$ cat src/rtl/ser_param_serializer_pkg.sv
// Shared types and sizing helpers for the parametrised serializer.
// Optional prefetch slot is selected by defining SER_PREFETCH_EN.
package ser_pkg;

   typedef enum logic {
      IDLE  = 1'b0,
      SHIFT = 1'b1
   } ser_state_e;

   // Width of the bit-count field carried with each word.
   function automatic int unsigned ser_mod_w(input int unsigned data_w);
      return $clog2(data_w);
   endfunction

   // One extra bit so a full-width burst length is representable.
   function automatic int unsigned ser_cnt_w(input int unsigned data_w);
      return $clog2(data_w) + 1;
   endfunction

   // Burst length: a count of zero stands for a full word.
   function automatic int unsigned ser_len(input int unsigned mod, input int unsigned data_w);
      return (mod == 0) ? data_w : mod;
   endfunction

endpackage

$ cat src/rtl/ser_param_serializer_if.sv
// Word-side valid/ready handshake of the serializer.
// Used unchanged whether or not SER_PREFETCH_EN is defined.
interface ser_param_serializer_if #(
   parameter int unsigned DATA_W = 16
);
   import ser_pkg::*;

   localparam int unsigned MOD_W = ser_mod_w(DATA_W);

   logic [DATA_W-1:0] data_i;
   logic [MOD_W-1:0]  data_mod_i;
   logic              data_val_i;
   logic              ready_o;

   modport master (output data_i, output data_mod_i, output data_val_i, input ready_o);
   modport slave  (input data_i, input data_mod_i, input data_val_i, output ready_o);

endinterface

$ cat src/rtl/ser_param_serializer_prefetch_buf.sv
// One-entry holding register for {word, length} between the producer and the shifter.
// Only compiled when SER_PREFETCH_EN is defined; the default build has no slot.
`ifdef SER_PREFETCH_EN
module ser_prefetch_buf #(
   parameter int unsigned DATA_W = 16,
   parameter int unsigned CNT_W  = 5
) (
   input  logic              clk_i,
   input  logic              arst_n_i,
   input  logic              in_valid,
   output logic              in_ready,
   input  logic [DATA_W-1:0] in_data,
   input  logic [CNT_W-1:0]  in_len,
   output logic              out_valid,
   input  logic              out_ready,
   output logic [DATA_W-1:0] out_data,
   output logic [CNT_W-1:0]  out_len
);

   logic              full_q;
   logic [DATA_W-1:0] data_q;
   logic [CNT_W-1:0]  len_q;

   assign in_ready  = !full_q;
   assign out_valid = full_q;
   assign out_data  = data_q;
   assign out_len   = len_q;

   // Fill on an accepted push, empty when the shifter takes the word.
   always_ff @(posedge clk_i or negedge arst_n_i) begin
      if (!arst_n_i) begin
         full_q <= 1'b0;
         data_q <= '0;
         len_q  <= '0;
      end else begin
         if (out_ready && full_q) begin
            full_q <= 1'b0;
         end
         if (in_valid && !full_q) begin
            full_q <= 1'b1;
            data_q <= in_data;
            len_q  <= in_len;
         end
      end
   end

endmodule
`endif

$ cat src/rtl/ser_param_serializer.sv
// Parallel-to-serial converter: sends the selected bits of each accepted word,
// one per clock, MSB-first or LSB-first. Define SER_PREFETCH_EN for a one-word
// prefetch slot giving back-to-back bursts; otherwise one idle cycle separates bursts.
module ser_param_serializer
   import ser_pkg::*;
#(
   parameter int unsigned DATA_W    = 16,
   parameter int unsigned MIN_LEN   = 3,
   parameter bit          MSB_FIRST = 1'b1
) (
   input  logic                   clk_i,
   input  logic                   arst_n_i,
   ser_param_serializer_if.slave  in_if,
   output logic                   ser_data_o,
   output logic                   ser_data_val_o,
   output logic                   busy_o,
   output logic                   drop_o
);

   localparam int unsigned CNT_W = ser_cnt_w(DATA_W);

   ser_state_e        state_q, state_d;
   logic [CNT_W-1:0]  cnt_q, cnt_d;
   logic [CNT_W-1:0]  len_q, len_d;
   logic [DATA_W-1:0] shreg_q, shreg_d;
   logic              bit_d, val_d, busy_d, drop_d;

   int unsigned       in_len;
   logic              in_legal, accept, last, shifter_free, advance, load;
   logic [DATA_W-1:0] load_data;
   logic [CNT_W-1:0]  load_len;
   logic              slot_full_d;

   assign in_len       = ser_len(32'(in_if.data_mod_i), DATA_W);
   assign in_legal     = (in_len >= MIN_LEN);
   assign accept       = in_if.data_val_i && in_if.ready_o;
   assign last         = (state_q == SHIFT) && (cnt_q == len_q - CNT_W'(1));
   assign shifter_free = (state_q == IDLE) || last;
   assign advance      = (state_q == SHIFT) && !last;

`ifdef SER_PREFETCH_EN
   logic              slot_valid, slot_ready, slot_push, load_slot, load_in;
   logic [DATA_W-1:0] slot_data;
   logic [CNT_W-1:0]  slot_len;

   // A waiting word always wins over a new one; a new word bypasses the slot
   // whenever the shifter is free this cycle, otherwise it parks in the slot.
   assign load_slot   = shifter_free && slot_valid;
   assign load_in     = shifter_free && !slot_valid && accept && in_legal;
   assign slot_push   = accept && in_legal && !load_in;
   assign load        = load_in || load_slot;
   assign load_data   = load_slot ? slot_data : in_if.data_i;
   assign load_len    = load_slot ? slot_len : CNT_W'(in_len);
   assign slot_full_d = (slot_valid && !load_slot) || slot_push;
   assign in_if.ready_o = slot_ready;

   ser_prefetch_buf #(
      .DATA_W (DATA_W),
      .CNT_W  (CNT_W)
   ) u_slot (
      .clk_i     (clk_i),
      .arst_n_i  (arst_n_i),
      .in_valid  (slot_push),
      .in_ready  (slot_ready),
      .in_data   (in_if.data_i),
      .in_len    (CNT_W'(in_len)),
      .out_valid (slot_valid),
      .out_ready (load_slot),
      .out_data  (slot_data),
      .out_len   (slot_len)
   );
`else
   assign load          = accept && in_legal;
   assign load_data     = in_if.data_i;
   assign load_len      = CNT_W'(in_len);
   assign slot_full_d   = 1'b0;
   assign in_if.ready_o = !ser_data_val_o;
`endif

   // State register.
   always_ff @(posedge clk_i or negedge arst_n_i) begin
      if (!arst_n_i) begin
         state_q <= IDLE;
      end else begin
         state_q <= state_d;
      end
   end

   // Next state: start on a load, leave SHIFT after the last bit unless chaining.
   always_comb begin
      state_d = state_q;
      case (state_q)
         IDLE:    if (load) state_d = SHIFT;
         SHIFT:   if (last && !load) state_d = IDLE;
         default: state_d = IDLE;
      endcase
   end

   // Output/datapath next values: the first bit is presented straight from the
   // loaded word so it appears one cycle after the transfer.
   always_comb begin
      cnt_d   = '0;
      len_d   = len_q;
      shreg_d = shreg_q;
      bit_d   = 1'b0;
      val_d   = 1'b0;
      if (load) begin
         len_d = load_len;
         val_d = 1'b1;
         if (MSB_FIRST) begin
            bit_d   = load_data[DATA_W-1];
            shreg_d = load_data << 1;
         end else begin
            bit_d   = load_data[0];
            shreg_d = load_data >> 1;
         end
      end else if (advance) begin
         cnt_d = cnt_q + CNT_W'(1);
         val_d = 1'b1;
         if (MSB_FIRST) begin
            bit_d   = shreg_q[DATA_W-1];
            shreg_d = shreg_q << 1;
         end else begin
            bit_d   = shreg_q[0];
            shreg_d = shreg_q >> 1;
         end
      end
      drop_d = accept && !in_legal;
      busy_d = (state_d == SHIFT) || slot_full_d;
   end

   // Registered datapath and outputs.
   always_ff @(posedge clk_i or negedge arst_n_i) begin
      if (!arst_n_i) begin
         cnt_q          <= '0;
         len_q          <= '0;
         shreg_q        <= '0;
         ser_data_o     <= 1'b0;
         ser_data_val_o <= 1'b0;
         busy_o         <= 1'b0;
         drop_o         <= 1'b0;
      end else begin
         cnt_q          <= cnt_d;
         len_q          <= len_d;
         shreg_q        <= shreg_d;
         ser_data_o     <= bit_d;
         ser_data_val_o <= val_d;
         busy_o         <= busy_d;
         drop_o         <= drop_d;
      end
   end

endmodule

$ cat src/flat_wrapper.sv
// flat-port wrapper written by rule: the top's interface ports become plain ports
module ser_param_serializer_flat import ser_pkg::*;
#(
   parameter int unsigned DATA_W    = 16,
   parameter int unsigned MIN_LEN   = 3,
   parameter bit          MSB_FIRST = 1'b1
)
  (clk_i, arst_n_i, ser_data_o, ser_data_val_o, busy_o, drop_o, in_if_data_i, in_if_data_mod_i, in_if_data_val_i, in_if_ready_o);
  ser_param_serializer_if #(.DATA_W(DATA_W)) in_if_i ();
  input  logic clk_i;
  input  logic arst_n_i;
  output logic ser_data_o;
  output logic ser_data_val_o;
  output logic busy_o;
  output logic drop_o;
  input wire logic [$bits(in_if_i.data_i)-1:0] in_if_data_i;
  input wire logic [$bits(in_if_i.data_mod_i)-1:0] in_if_data_mod_i;
  input wire logic [$bits(in_if_i.data_val_i)-1:0] in_if_data_val_i;
  output wire logic [$bits(in_if_i.ready_o)-1:0] in_if_ready_o;
  assign in_if_i.data_i = in_if_data_i;
  assign in_if_i.data_mod_i = in_if_data_mod_i;
  assign in_if_i.data_val_i = in_if_data_val_i;
  assign in_if_ready_o = in_if_i.ready_o;
  ser_param_serializer #(.DATA_W(DATA_W), .MIN_LEN(MIN_LEN), .MSB_FIRST(MSB_FIRST)) u_core (.clk_i(clk_i), .arst_n_i(arst_n_i), .in_if(in_if_i), .ser_data_o(ser_data_o), .ser_data_val_o(ser_data_val_o), .busy_o(busy_o), .drop_o(drop_o));
endmodule
$ cat config.mk
export PLATFORM = sky130hd
export DESIGN_NAME = ser_param_serializer_flat
export DESIGN_NICKNAME = d
export VERILOG_FILES = /design/src/rtl/ser_param_serializer_pkg.sv /design/src/rtl/ser_param_serializer_if.sv /design/src/rtl/ser_param_serializer_prefetch_buf.sv /design/src/rtl/ser_param_serializer.sv /design/src/flat_wrapper.sv
export SDC_FILE = /design/constraint.sdc
export NUM_CORES = 1
export LEC_CHECK = 0
export CORE_MARGIN = 1
export CORE_UTILIZATION = 46
export DETAILED_ROUTE_END_ITERATION = 10
export GPL_TIMING_DRIVEN = 0
export PLACE_DENSITY_LB_ADDON = 0.25
export SLEW_MARGIN = 20
export SYNTH_ARGS = -nofsm -noshare
export SYNTH_HDL_FRONTEND = slang
export SYNTH_SLANG_ARGS = --single-unit
export TNS_END_PERCENT = 5
$ cat constraint.sdc
create_clock -name clk_i -period 2.1 [get_ports clk_i]
set_clock_uncertainty 0.1 [all_clocks]
set_input_delay 0.315 -clock clk_i [delete_from_list [all_inputs] [get_ports clk_i]]
set_output_delay 0.315 -clock clk_i [all_outputs]
set_load 0.1 [all_outputs]
==> metrics.md <==
| Metric | Value |
|---|---|
| Status | finished clean |
| TritonCTS Sinks | 29 |
| Final net count | roughly 220 |
| Core area | 0.00303 mm2 |
| Vias in the first global route | between 1000 and 1500 |
| Layout fillers | 268 |
| RR Endpoint | u_core.shreg_q[11]$_DFFE_PN0P_ |
| Final setup viols | 0 |
| Row count | 20 |
| Largest net degree at the start of global routing | 30 |
| Routed length on met1 | 1510 um |
| Switching part of the total | 45.8% |
| Worst skew pair latency | 0.34 ns |
| Routed wl met3 | 150 um |
| Share of layout cells above drive strength 1 | 17.0% |
| Reg2reg setup slack | about 0.025 ns |
| Register area share after synthesis | 49.6% |
| Sequential power share | ~33% |
| Gpl congestion | roughly 0.80 |
| Seq cells post-synth | 29 |
| MaxCap Viol Count | 0 |
| Initial antenna violation count | 0 |
| Crit. End Element | register |
| Worst setup SP type | register |
| Total gr overflow | 0 |
| Worst path required time | about 2.2 ns |
| Port buffer count | 27 |
| DRT antenna net count | 0 |
| Gate power share | 55.1% |
| Total GRT Usage | 22.4% |
| Post-synthesis cell type count | 31 |
| Die Height | 58.4 um |
| Ys Warns | 0 |
| Dpl hpwl | 2340 um |
| Actual slew at the worst max-slew pin | 0.956 ns |
| Hold WS | 0.414 ns |
| Hold Path Depth | 3 |
| Synth Net Count | between 150 and 200 |
| DR vias | 1293 |
| Util after Layout | a little under two thirds |
| Starting Density | 48.3% |
| WL met2 | 1770 um |
| Max Root-Sink Buffers | 2 |
| Die area | 0.00341 mm2 |
| Register area | 729 um2 |
| Post-route DRC violation count | 0 |
| Root Buffer | clkbuf_4 |
| Critical Path Slowest Stage Cell | dfrtp_1 |
| Critical path peak fanout | 10 |
| Mean post-synth cell area | approximately 9.5 um2 |
| Setup WS post-layout | 0.0253 ns |
| Clk pwr share | between 10% and 20% |
| Internal power | 1620 uW |
| FMAX | between 400 and 500 MHz |
| Total routed wirelength | 3500 um |
| Worst path top cell family by delay | compound AO/OA/AOI/OAI gates |
| Power Dens Cells | 1550 mW/mm2 |
| Max H-tree Level | 2 |
| FF-to-FF path depth | 8 |
| Fin. max-slew vios | 0 |
| Hold Path Class | input pin to register |
| Drt wl/cell | roughly 15 um |
| Post-Synthesis Cells | 154 |
| IO Count | 28 |
| CTS tree | yes |
| WP buf/inv | 2 |
| Layout area overhead | 31.3% |
| Crit Path Class | register to register |
| Tmin final | 2.07 ns |
| CP Cell Sequence | inv_2 > ha_4 > and3b_1 > o21a_1 > o311a_1 > buf_4 > o21ai_0 > a21oi_1 |
| RSZ-0062 raised after global routing | yes |
| Final Hold Viols | 0 |
| Ratio of final minimum period to clock period | about 99% |
| Relative slew slack | 36.6% |
| Top layer in use | met4 |
| Arrival @ worst endpoint | 2.19 ns |
| Cell Area, Synth | 0.00146 mm2 |
| Critical Path Max Stage Delay | a little under 0.4 ns |
| Antenna cell count | 0 |
| Via-to-Cell Ratio | 5.43 |
| Hold Path Origin | in_if_data_i[15] |
| Hold Crit Endpoint | u_core.ser_data_o$_DFF_PN0_ |
| Drt first pass iters | 6 |
| VDD IR max | 0.604 mV |
| Leakage Power | 0.000822 uW |
| CTS clock-pin slew for the worst setup and hold paths | 0.10 ns |
| Chip Width | roughly 60 um |
| First-pass GRT wire length | 5670 um |
| TritonCTS buffer count | 5 |
| Sw power | 1360 uW |
| Post-Place Worst Slack | -0.194 ns |
| Worst r2r src | u_core.len_q[1]$_DFFE_PN0P_ |
| Multi-input gate area | 704 um2 |
| Total Power | 2980 uW |
| DR iter-0 viols | 63 |
## cell type report
| cell class | instances | share of cell area [%] |
|---|---|---|
| plain buffers | 8 | 2.41 |
| flip-flops and latches | 29 | 38.0 |
| clock buffers | 8 | 3.06 |
| multi-input cells | 112 | 36.7 |
| repair buffers | 32 | 15.9 |
| inverters | 5 | 1.17 |
| well taps | 44 | 2.86 |
## cell usage in the layout (no fill, tap or decap), types with 4 or more instances in the layout
cell             synthesis  layout
a21oi_1                 14      14
a31oi_1                 14      14
buf_2                    4       4
buf_4                    0       4
clkbuf_1                 3       4
clkbuf_4                 0       5
clkdlybuf4s50_1          0      21
dfrtp_1                 29      28
dlygate4sd2_1            0       4
nand2_1                 13      13
nor2_1                  18      18
nor3_2                   3       4
o21ai_0                 16      16
xnor2_1                  4       4
xor2_1                   5       5
## logic make-up (layout without fill, tap and decap cells)
family                   count (synthesis)  count (layout)  synth area share [%]
XOR/XNOR                                 9               9                  5.38
AO/OA/AOI/OAI                           53              53                  22.7
buffers and inverters                   13              53                  4.19
flip-flops                              29              29                  49.6
AND/OR/NAND/NOR                         48              48                  16.5
adder cells (fa/ha/maj)                  2               2                  1.71
## sequential cells by signal (all words and copies together), names as in the netlist
| name | cells |
|---|---|
| u_core.drop_o | 1 |
| u_core.state_q | 1 |
| u_core.ser_data_val_o | 1 |
| u_core.ser_data_o | 1 |
| u_core.shreg_q | 15 |
| u_core.len_q | 5 |
| u_core.cnt_q | 5 |
## power groups by stage
stage          combinational [uW]  sequential, uW  clock, uW
2_1_floorplan                 986            1130          0
3_3_place_gp                 1440             966          0
3_5_place_dp                 1500             985          0
4_1_cts                      1510             973        366
5_1_grt                      1790            1000        398
6_report                     1640             972        365
## tightest hold or removal path, stage by stage
cell and delay, ns:
clkdlybuf4s50_1 0.40, nand2_1 0.06, o21ai_1 0.06
## cells in the mapped netlist
cell | instances | area (um2)
nand2_2 | 1 | 6.26
nor2_1 | 18 | 67.6
nor3_1 | 3 | 15.0
nor2b_1 | 2 | 12.5
a22o_1 | 2 | 17.5
o311ai_4 | 1 | 26.3
a31oi_1 | 14 | 87.6
dfrtp_1 | 29 | 726
o22ai_1 | 1 | 6.26
xor2_1 | 5 | 43.8
o21ai_0 | 16 | 80.1
ha_1 | 2 | 25.0
nor3_2 | 3 | 30.0
a21oi_2 | 1 | 8.76
buf_6 | 1 | 11.3
o21ai_1 | 1 | 5.00
a211oi_2 | 1 | 12.5
nor3b_2 | 1 | 12.5
nand2b_1 | 1 | 6.26
o21a_1 | 1 | 7.51
clkbuf_1 | 3 | 11.3
and2b_1 | 1 | 7.51
nand2_1 | 13 | 48.8
xnor2_1 | 4 | 35.0
nand3_1 | 3 | 15.0
o311a_1 | 1 | 10.0
buf_2 | 4 | 20.0
a21oi_1 | 14 | 70.1
inv_1 | 5 | 18.8
nand4bb_1 | 1 | 11.3
and3b_1 | 1 | 8.76
## repair_timing
item / CTS / global route
endpoints found under the hold margin: 29 / 0
pin swaps: 1 / 3
setup endpoints to repair: 24 / 21
resized for setup: 10 / 7
setup buffers: 0 / 4
hold buffers: 1 / 0
## per-layer routing
| metal | vias up | GRT usage (%) |
|---|---|---|
| met5 | - | 0 |
| met4 | 0 | 12.9 |
| met3 | 7 | 5.27 |
| met2 | 35 | 38.6 |
| met1 | 630 | 25.4 |
| li1 | 621 | - |
## metrics by stage
stage,std cells,TNS (ns),area [um2]
floorplan,154,0,1480
global placement,225,-1.66,1800
detailed placement,225,-2.89,1800
CTS,234,-0.857,1870
global route,238,-0.679,1920
finish,238,0,1920
## worst max path at each step
stage | startpoint | endpoint | slack, ns | cells after the start
2_1_floorplan | u_core.ser_data_val_o$_DFF_PN0_ | u_core.shreg_q[10]$_DFFE_PN0P_ | 0.01 | 5
6_report | u_core.len_q[1]$_DFFE_PN0P_ | u_core.shreg_q[11]$_DFFE_PN0P_ | 0.03 | 8
4_1_cts | u_core.len_q[0]$_DFFE_PN0P_ | u_core.shreg_q[10]$_DFFE_PN0P_ | -0.10 | 8
3_3_place_gp | in_if_data_mod_i[1] | u_core.len_q[0]$_DFFE_PN0P_ | -0.14 | 5
3_5_place_dp | in_if_data_mod_i[1] | u_core.len_q[1]$_DFFE_PN0P_ | -0.19 | 5
5_1_grt | u_core.len_q[1]$_DFFE_PN0P_ | u_core.shreg_q[8]$_DFFE_PN0P_ | -0.08 | 9
Note: power is estimated with default switching activity, not from simulation.
